[src/rtl/alu_arbiter_if.sv]
// Bundle between the two requesters, the shared ALU and the response consumer
// of alu_arbiter. slave = arbiter side, master = environment side.
interface alu_arbiter_if;
   localparam int unsigned DW   = 8;
   localparam int unsigned NREQ = 2;

   logic [NREQ-1:0]    req_valid;
   logic [NREQ-1:0]    req_ready;
   logic [NREQ*DW-1:0] req_a;
   logic [NREQ*DW-1:0] req_b;
   logic [NREQ*DW-1:0] req_op;
   logic [DW-1:0]      alu_a;
   logic [DW-1:0]      alu_b;
   logic [DW-1:0]      alu_sel;
   logic [DW-1:0]      alu_x;
   logic [DW-1:0]      alu_flags;
   logic               rsp_valid;
   logic               rsp_ready;
   logic               rsp_id;
   logic [DW-1:0]      rsp_x;
   logic [DW-1:0]      rsp_flags;
   logic               rsp_err;

   modport slave (
      input  req_valid, req_a, req_b, req_op, alu_x, alu_flags, rsp_ready,
      output req_ready, alu_a, alu_b, alu_sel, rsp_valid, rsp_id, rsp_x, rsp_flags, rsp_err
   );

   modport master (
      output req_valid, req_a, req_b, req_op, alu_x, alu_flags, rsp_ready,
      input  req_ready, alu_a, alu_b, alu_sel, rsp_valid, rsp_id, rsp_x, rsp_flags, rsp_err
   );
endinterface

[src/rtl/alu_arbiter.sv]
// Round-robin arbiter sharing one combinational ALU between two requesters.
// Optional illegal-opcode check enabled by macro ALU_ARBITER_OPCHECK_EN.
module alu_arbiter (
   input  logic         clk,
   input  logic         rst,
   alu_arbiter_if.slave bus
);
   localparam int unsigned DW   = 8;
   localparam int unsigned NREQ = 2;

   typedef enum logic [1:0] {
      IDLE = 2'd0,
      EXEC = 2'd1,
      RESP = 2'd2
   } state_e;

   state_e          state_q;
   logic            last_grant_q;
   logic            id_q;
   logic            rsp_valid_q;
   logic [DW-1:0]   a_q;
   logic [DW-1:0]   b_q;
   logic [DW-1:0]   op_q;
   logic [DW-1:0]   x_q;
   logic [DW-1:0]   flags_q;

   logic            grant_d;
   logic [DW-1:0]   a_d;
   logic [DW-1:0]   b_d;
   logic [DW-1:0]   op_d;
   logic [NREQ-1:0] ready_d;

   // Grant selection: a tie goes to the requester that did not win last time.
   always_comb begin
      grant_d = bus.req_valid[1];
      if (bus.req_valid == 2'b11) begin
         grant_d = ~last_grant_q;
      end
      a_d  = grant_d ? bus.req_a[2*DW-1:DW]  : bus.req_a[DW-1:0];
      b_d  = grant_d ? bus.req_b[2*DW-1:DW]  : bus.req_b[DW-1:0];
      op_d = grant_d ? bus.req_op[2*DW-1:DW] : bus.req_op[DW-1:0];
      ready_d = '0;
      if (!rst && (state_q == IDLE) && (|bus.req_valid)) begin
         ready_d = grant_d ? 2'b10 : 2'b01;
      end
   end

`ifdef ALU_ARBITER_OPCHECK_EN
   logic rsp_err_q;
   logic op_legal_d;
   assign op_legal_d = (op_q >= 8'h01) && (op_q <= 8'h0F);
`endif

   always_ff @(posedge clk) begin
      if (rst) begin
         state_q      <= IDLE;
         last_grant_q <= 1'b1;
         id_q         <= 1'b0;
         rsp_valid_q  <= 1'b0;
         a_q          <= '0;
         b_q          <= '0;
         op_q         <= '0;
         x_q          <= '0;
         flags_q      <= '0;
`ifdef ALU_ARBITER_OPCHECK_EN
         rsp_err_q    <= 1'b0;
`endif
      end else begin
         case (state_q)
            IDLE: begin
               if (|bus.req_valid) begin
                  a_q          <= a_d;
                  b_q          <= b_d;
                  op_q         <= op_d;
                  id_q         <= grant_d;
                  last_grant_q <= grant_d;
                  state_q      <= EXEC;
               end
            end
            EXEC: begin
`ifdef ALU_ARBITER_OPCHECK_EN
               // Illegal ops bypass the ALU and report a zeroed, flagged result.
               if (op_legal_d) begin
                  x_q       <= bus.alu_x;
                  flags_q   <= bus.alu_flags;
                  rsp_err_q <= 1'b0;
               end else begin
                  x_q       <= '0;
                  flags_q   <= '0;
                  rsp_err_q <= 1'b1;
               end
`else
               x_q     <= bus.alu_x;
               flags_q <= bus.alu_flags;
`endif
               rsp_valid_q <= 1'b1;
               state_q     <= RESP;
            end
            RESP: begin
               if (bus.rsp_ready) begin
                  rsp_valid_q <= 1'b0;
                  state_q     <= IDLE;
               end
            end
            default: begin
               rsp_valid_q <= 1'b0;
               state_q     <= IDLE;
            end
         endcase
      end
   end

   assign bus.req_ready = ready_d;
   assign bus.alu_a     = a_q;
   assign bus.alu_b     = b_q;
   assign bus.alu_sel   = op_q;
   assign bus.rsp_valid = rsp_valid_q;
   assign bus.rsp_id    = id_q;
   assign bus.rsp_x     = x_q;
   assign bus.rsp_flags = flags_q;
`ifdef ALU_ARBITER_OPCHECK_EN
   assign bus.rsp_err   = rsp_err_q;
`else
   assign bus.rsp_err   = 1'b0;
`endif
endmodule
[src/flat_wrapper.sv]
// flat-port wrapper written by rule: the top's interface ports become plain ports
module alu_arbiter_flat 
  (clk, rst, bus_req_valid, bus_req_a, bus_req_b, bus_req_op, bus_alu_x, bus_alu_flags, bus_rsp_ready, bus_req_ready, bus_alu_a, bus_alu_b, bus_alu_sel, bus_rsp_valid, bus_rsp_id, bus_rsp_x, bus_rsp_flags, bus_rsp_err);
  alu_arbiter_if bus_i ();
  input  logic clk;
  input  logic rst;
  input wire logic [$bits(bus_i.req_valid)-1:0] bus_req_valid;
  input wire logic [$bits(bus_i.req_a)-1:0] bus_req_a;
  input wire logic [$bits(bus_i.req_b)-1:0] bus_req_b;
  input wire logic [$bits(bus_i.req_op)-1:0] bus_req_op;
  input wire logic [$bits(bus_i.alu_x)-1:0] bus_alu_x;
  input wire logic [$bits(bus_i.alu_flags)-1:0] bus_alu_flags;
  input wire logic [$bits(bus_i.rsp_ready)-1:0] bus_rsp_ready;
  output wire logic [$bits(bus_i.req_ready)-1:0] bus_req_ready;
  output wire logic [$bits(bus_i.alu_a)-1:0] bus_alu_a;
  output wire logic [$bits(bus_i.alu_b)-1:0] bus_alu_b;
  output wire logic [$bits(bus_i.alu_sel)-1:0] bus_alu_sel;
  output wire logic [$bits(bus_i.rsp_valid)-1:0] bus_rsp_valid;
  output wire logic [$bits(bus_i.rsp_id)-1:0] bus_rsp_id;
  output wire logic [$bits(bus_i.rsp_x)-1:0] bus_rsp_x;
  output wire logic [$bits(bus_i.rsp_flags)-1:0] bus_rsp_flags;
  output wire logic [$bits(bus_i.rsp_err)-1:0] bus_rsp_err;
  assign bus_i.req_valid = bus_req_valid;
  assign bus_i.req_a = bus_req_a;
  assign bus_i.req_b = bus_req_b;
  assign bus_i.req_op = bus_req_op;
  assign bus_i.alu_x = bus_alu_x;
  assign bus_i.alu_flags = bus_alu_flags;
  assign bus_i.rsp_ready = bus_rsp_ready;
  assign bus_req_ready = bus_i.req_ready;
  assign bus_alu_a = bus_i.alu_a;
  assign bus_alu_b = bus_i.alu_b;
  assign bus_alu_sel = bus_i.alu_sel;
  assign bus_rsp_valid = bus_i.rsp_valid;
  assign bus_rsp_id = bus_i.rsp_id;
  assign bus_rsp_x = bus_i.rsp_x;
  assign bus_rsp_flags = bus_i.rsp_flags;
  assign bus_rsp_err = bus_i.rsp_err;
  alu_arbiter u_core (.clk(clk), .rst(rst), .bus(bus_i));
endmodule
[config.mk]
export PLATFORM = sky130hd
export DESIGN_NAME = alu_arbiter_flat
export DESIGN_NICKNAME = d
export VERILOG_FILES = /design/src/rtl/alu_arbiter_if.sv /design/src/rtl/alu_arbiter.sv /design/src/flat_wrapper.sv
export SDC_FILE = /design/constraint.sdc
export NUM_CORES = 1
export LEC_CHECK = 0
export BUFFER_PORTS_ARGS = -buffer_cell sky130_fd_sc_hd__buf_4
export CORE_ASPECT_RATIO = 1.5
export CORE_MARGIN = 2
export CORE_UTILIZATION = 30
export DETAILED_ROUTE_END_ITERATION = 12
export HOLD_SLACK_MARGIN = 0.05
export PLACE_DENSITY = 0.6
export SYNTH_ARGS = -nofsm -noshare
export SYNTH_HDL_FRONTEND = slang
export SYNTH_SLANG_ARGS = --single-unit
[constraint.sdc]
create_clock -name clk -period 3.1 [get_ports clk]
set_input_delay 0.155 -clock clk [delete_from_list [all_inputs] [get_ports clk]]
set_output_delay 0.155 -clock clk [all_outputs]
set_load 0.01 [all_outputs]
==> reports/qor.csv, run 1 <==
metric,value,unit
outcome,completed,
clkSlewWorstSetupHoldPaths,0.08,ns
synth-seq-cells,45,
cts-root-to-sink-buffers,2,
setup_violations,0,
synth.yosys.warnings,0,
start_kind,register,
number_of_enable_type_register_cells_in_the_synthesized_netlist,0,
initial_drt_pass_iterations,4,
die_width,70.7,um
timing.critical_path.from,u_core.state_q[1],
worst_ep_required_time,2.94,ns
vias_in_the_first_global_route,1966,
synth_commonest_cells,"82 x nand2_1, 45 x dfxtp_1, 43 x a21oi_1, 20 x a311oi_2, 11 x clkbuf_1",
maxSlewViolCount,0,
synth_cell_types,21,
yosys-mux-area-fraction,0,%
min-delay-path-class,input port to register,
critical_path.reg2reg.startpoint,u_core.state_q[0],
synth_ff_type,dfxtp_1,
worst_path_class_setup,register to primary output,
fin_crit,1.69,ns
starting_utilization_of_the_core_area,30.9,%
yosys.area_share.xor_xnor,0,%
placed_cells_incl_taps,403,
ctsRootBufferMaster,clkbuf_8,
floorplan.die.height,104,um
dieArea,7360,sq um
setup.worst_path.end_class,primary output,
synth_adder_area_share,0,%
finalNonFillerCells,410,
clk_lat_worst_skew,0.29,ns
grt_overflow,0,
holdCritStartpoint,bus_alu_x[7],
fmaxAchievable,591,MHz
drc_errors,0,
layout-drive-gt1-share,43.1,%
drt-initial-drc-count,46,
tritoncts,done,
timing.final.hold_violations,0,
synthCells,236,
synth_area_leaders,"dfxtp_1 45%, nand2_1 15%, a311oi_2 15%",
sequential_cell_area,901,sq um
max-vdd-ir-drop,0.000234,V
detail_route.wl_per_cell,13.4,um
wl_met1,2.02,mm
dr.max_layer_used,met4,
grt_setup_unrepaired,false,
synth.avg_cell_area,8.49,sq um
slew-limit-headroom,24.8,%
io_pins,114,
worst-endpoint-arrival,1.54,ns
worst_pin_slew,1.13,ns
hpwl,3.89,mm
power_density,491,nW/um^2
num-nets-final,403,
cts_num_sinks,45,
synthToLayoutAreaGrowth,45.5,%
met3RoutedLength,414,um
synth-compound-area-share,29.4,%
grtUsageTotal,14.7,%
synthesis.area,2000,sq um
utilization,44.9,%
grt_antenna_before_repair,0,
largest_net_degree_at_the_start_of_global_routing,48,
synth-seq-area-share,45.0,%
max_cap_viol_count,0,
antenna_cells,0,
drtAntennaViolNets,0,
design.core.area,6490,sq um
ctsHtreeMaxLevel,2,
main_combinational_cell_family_by_area_after_synthesis,compound AO/OA/AOI/OAI gates,
mappedNetlistNets,305,
final.setup.worst_slack,1.41,ns
leakage,0.00129,uW
place_congestion,0.738,
total_cts_buffers,5,
min_period_over_period,54.6,%
postCtsHoldBufs,0,
cts_resized,0,
grt_first_pass_wirelength,8.82,mm
viasPerCell,4.85,
final.setup.tns,0,ns
met2_wirelength,2.96,mm
final.hold.worst_slack,0.109,ns
detailroute.via_count,1987,
buffer_ports.inserted,112,
yosys.area_share.simple,19.0,%
synth.most_common_cell,nand2_1,
route.final.wire_length,5.48,mm
worst-path-max-fanout,30,
floorplan.rows,36,
multiInputGateArea,976,sq um
yosysTopAreaCellShare,45.0,%
place_worst_setup_slack,1.21,ns
fill_cells,671,
postcts_setup_bufs,0,
fin_worst_skew,0.00796,ns
postSynth.asyncResetShare,0,%
netlist.top_cell.by_area,dfxtp_1,
## registers in the layout, summed over array words and instances, names as in the netlist
register and flops:
u_core.bus.alu_a 8, u_core.bus.alu_b 8, u_core.bus.alu_sel 8, u_core.bus.rsp_flags 8
u_core.bus.rsp_x 8, u_core.state_q 2, u_core.bus.rsp_id 1, u_core.bus.rsp_valid 1
u_core.last_grant_q 1
## cells in the final DEF (no fill, tap or decap)
master / synthesis / final
a21bo_2: 1 / 1
or2_1: 1 / 1
nor3_1: 2 / 2
nand2b_1: 1 / 1
a21boi_2: 1 / 1
a311oi_2: 20 / 20
a311oi_1: 4 / 4
and2_4: 1 / 1
nor2b_1: 2 / 2
nor2_1: 6 / 5
nor2_2: 0 / 1
a21bo_1: 1 / 1
clkbuf_8: 0 / 6
a21oi_1: 43 / 43
o21bai_1: 1 / 1
nand2_1: 82 / 82
buf_4: 1 / 114
dfxtp_1: 45 / 45
clkbuf_1: 11 / 1
conb_1: 1 / 1
and3_1: 1 / 1
## critical path, cell delays in order (launching register included)
cell and delay (ns):
dfxtp_1 0.34, nor2_2 0.10, buf_4 0.31, nand2_1 0.11
nor3_1 0.21, buf_4 0.16
## through the flow
stage	instance area, sq um	total power [uW]
2_1_floorplan	2000	910
3_3_place_gp	2830	1080
3_5_place_dp	2830	1090
4_1_cts	2910	1460
5_1_grt	2910	1520
6_report	2910	1430
## final cells by class
class	count	area share, %
Timing Repair Buffer	114	29.4
Clock buffer	7	2.96
Multi-Input combinational cell	168	33.5
Sequential cell	45	30.9
Tap cell	76	3.26
## final timing paths
kind / endpoint / slack, ns / cells past startpoint
max reg2reg: u_core.bus.rsp_flags[3] / 1.43 / 3
min reg2reg: u_core.bus.rsp_flags[0] / 0.45 / 2
min: u_core.bus.rsp_x[7] / 0.11 / 3
max: bus_req_ready[0] / 1.41 / 5
## report_power, final
part	total [uW]	switching, uW	internal [uW]	leakage (uW)
Sequential	671	33.9	637	0.000371
Clock	360	183	177	0.0000443
Combinational	398	200	198	0.000871
## cell families (layout without fill, tap and decap cells)
group / Yosys count / after routing
simple gates: 96 / 96
buf+inv: 23 / 121
flops: 45 / 45
compound gates: 71 / 71
other cells: 1 / 1
## per-layer routing
metal  vias up  GRT usage, %
met4         0          4.85
met1       904          15.7
li1       1004             -
met3         5          4.46
met5         -             0
met2        74          26.8
Note: power is estimated with default switching activity, not from simulation.
==> inputs of run 2 (changes only) <==
--- a/config.mk
+++ b/config.mk
@@ -5,13 +5,14 @@
 export SDC_FILE = /design/constraint.sdc
 export NUM_CORES = 1
 export LEC_CHECK = 0
+export ABC_AREA = 1
 export BUFFER_PORTS_ARGS = -buffer_cell sky130_fd_sc_hd__buf_4
 export CORE_ASPECT_RATIO = 1.5
 export CORE_MARGIN = 2
 export CORE_UTILIZATION = 30
 export DETAILED_ROUTE_END_ITERATION = 12
 export HOLD_SLACK_MARGIN = 0.05
-export PLACE_DENSITY = 0.6
+export PLACE_DENSITY = 0.59
 export SYNTH_ARGS = -nofsm -noshare
 export SYNTH_HDL_FRONTEND = slang
 export SYNTH_SLANG_ARGS = --single-unit
==> constraint.sdc (replaced) <==
create_clock -name clk -period 1.8 [get_ports clk]
set_input_delay 0.09 -clock clk [delete_from_list [all_inputs] [get_ports clk]]
set_output_delay 0.09 -clock clk [all_outputs]
set_load 0.01 [all_outputs]
==> run 2 against run 1 <==
Effect of this change: first-iteration DRC count is 140% higher; largest cell class is now buffers; synthesized cell count is 42% higher; global-route usage is 2.0 points higher; critical path depth is 1 lower; register-to-register slack worse by 1.2 ns.
==> reports/qor.csv, run 2 <==
metric,value,unit
detail_route.wl_per_cell,11.6,um
sequential_cell_area,901,sq um
clk_lat_worst_skew,0.31,ns
outcome,completed,
worst_ep_required_time,1.71,ns
dieArea,8140,sq um
grt_setup_unrepaired,false,
fmaxAchievable,642,MHz
starting_utilization_of_the_core_area,30.8,%
ctsHtreeMaxLevel,2,
buffer_ports.inserted,112,
floorplan.rows,38,
synthCells,334,
worst-path-max-fanout,28,
synth.yosys.warnings,0,
final_common_cell,buf_4,
largest_net_degree_at_the_start_of_global_routing,49,
max-vdd-ir-drop,0.000485,V
synth_ff_type,dfxtp_1,
max_cap_viol_count,0,
hpwl,4.61,mm
grt_overflow,0,
synth-seq-cells,45,
grt_first_pass_wirelength,10.4,mm
synth.most_common_cell,nor2_1,
synth_commonest_cells,"84 x nor2_1, 77 x nand2_1, 45 x dfxtp_1, 27 x inv_1, 25 x nand3_1",
final.hold.worst_slack,0.0795,ns
fin_crit,1.56,ns
num-nets-final,526,
setup.worst_path.end_class,primary output,
postSynth.asyncResetShare,0,%
fill_cells,738,
floorplan.die.height,110,um
antenna_cells,0,
fin_worst_skew,0.00849,ns
multiInputGateArea,1080,sq um
leakage,0.00174,uW
start_kind,register,
place_worst_setup_slack,0.517,ns
maxSlewViolCount,0,
layout-drive-gt1-share,29.5,%
die_width,74.4,um
design.core.area,7230,sq um
route.final.wire_length,6.50,mm
number_of_enable_type_register_cells_in_the_synthesized_netlist,0,
total_cts_buffers,5,
initial_drt_pass_iterations,4,
postcts_setup_bufs,0,
detailroute.via_count,2381,
synthToLayoutAreaGrowth,52.9,%
synthesis.area,2230,sq um
mappedNetlistNets,403,
clkSlewWorstSetupHoldPaths,0.09,ns
final.setup.worst_slack,0.242,ns
io_pins,114,
worst_path_class_setup,register to primary output,
yosysTopAreaCellShare,40.4,%
synth_cell_types,22,
synth_area_leaders,"dfxtp_1 40%, nor2_1 14%, nand2_1 13%",
synth-seq-area-share,40.4,%
setup_violations,0,
grtUsageTotal,16.7,%
netlist.top_cell.by_area,dfxtp_1,
cts_num_sinks,45,
vias_in_the_first_global_route,2296,
place_congestion,0.783,
synth.avg_cell_area,6.67,sq um
power_density,812,nW/um^2
viasPerCell,4.27,
drc_errors,0,
timing.final.hold_violations,0,
slew-limit-headroom,50.5,%
final.setup.tns,0,ns
tritoncts,done,
min_period_over_period,86.6,%
final_area,3410,sq um
drt-initial-drc-count,111,
min-delay-path-class,input port to register,
worst-endpoint-arrival,1.47,ns
detailed_place.area,3110,sq um
cts-root-to-sink-buffers,2,
drtAntennaViolNets,0,
grt_antenna_before_repair,0,
ctsRootBufferMaster,clkbuf_8,
worst_pin_slew,0.740,ns
commonest_cells_after_routing_fill_and_taps_aside,"120 x buf_4, 84 x nor2_1, 77 x nand2_1",
-- run 2: cell types whose count changed after synthesis, sizes merged, moves of 2 or more --
cell	delta
clkbuf	-4
a21boi	+23
inv	+29
a311oi	-24
a21bo	-2
nor2b	-2
buf	+3
nand3	+25
nand2	-4
nor2	+81
o21ai	+18
a21oi	-39
-- run 2: repair_timing --
| action | CTS | global route |
|---|---|---|
| hold endpoints to repair | 19 | 0 |
| hold buffers | 18 | 0 |
| gates resized for setup | 0 | 0 |
| setup endpoints to repair | 0 | 0 |
-- run 2: cells by family after synthesis --
group	after synthesis	synth area share [%]
DFF	45	40.4
buffers and inverters	51	11.1
other	1	0.168
AOI/OAI and AO/OA	46	13.7
and+or+nand+nor	191	34.6
-- run 2: critical path, stage by stage (launching register included) --
cell	delay [ns]
dfxtp_1	0.37
nor2_2	0.19
o21ai_4	0.23
nor3_1	0.21
buf_4	0.16
-- run 2: routing by layer --
| layer | up-vias | global-route usage [%] | share of wire [%] |
|---|---|---|---|
| met5 | - | 0 | 0 |
| met4 | 0 | 6.89 | 2.0 |
| met3 | 10 | 6.14 | 7.3 |
| met2 | 70 | 29.1 | 51 |
| met1 | 1030 | 18.0 | 39 |
| li1 | 1271 | - | - |
-- run 2: layout make-up --
cell class / instances / area share (%)
Clock buffer: 6 / 2.13
Multi-Input combinational cell: 238 / 31.7
Timing Repair Buffer: 138 / 31.7
Clock inverter: 2 / 1.14
Tap cell: 100 / 3.67
Sequential cell: 45 / 26.5
Inverter: 29 / 3.20
-- run 2: path summary, 6_finish.rpt --
| kind | slack [ns] | depth (start not counted) | startpoint | end |
|---|---|---|---|---|
| min | 0.08 | 4 | bus_rsp_ready | u_core.bus.rsp_valid |
| max | 0.24 | 4 | u_core.state_q[1] | bus_req_ready[0] |
| max reg2reg | 0.25 | 5 | u_core.state_q[0] | u_core.state_q[1] |
| min reg2reg | 0.48 | 2 | u_core.bus.rsp_id | u_core.bus.rsp_id |
-- run 2: stage by stage --
stage	util (%)	cells	power, uW
6_report	47.1	558	2760
5_1_grt	47.1	558	2960
2_1_floorplan	-	334	1630
4_1_cts	47.1	558	2810
3_3_place_gp	43.1	532	1980
3_5_place_dp	43.1	532	1990
-- run 2: where the power goes --
group	total, uW	internal [uW]	switching [uW]
clock network	775	417	358
registers	1170	1110	59.7
logic	819	405	414
total	2760	1930	832
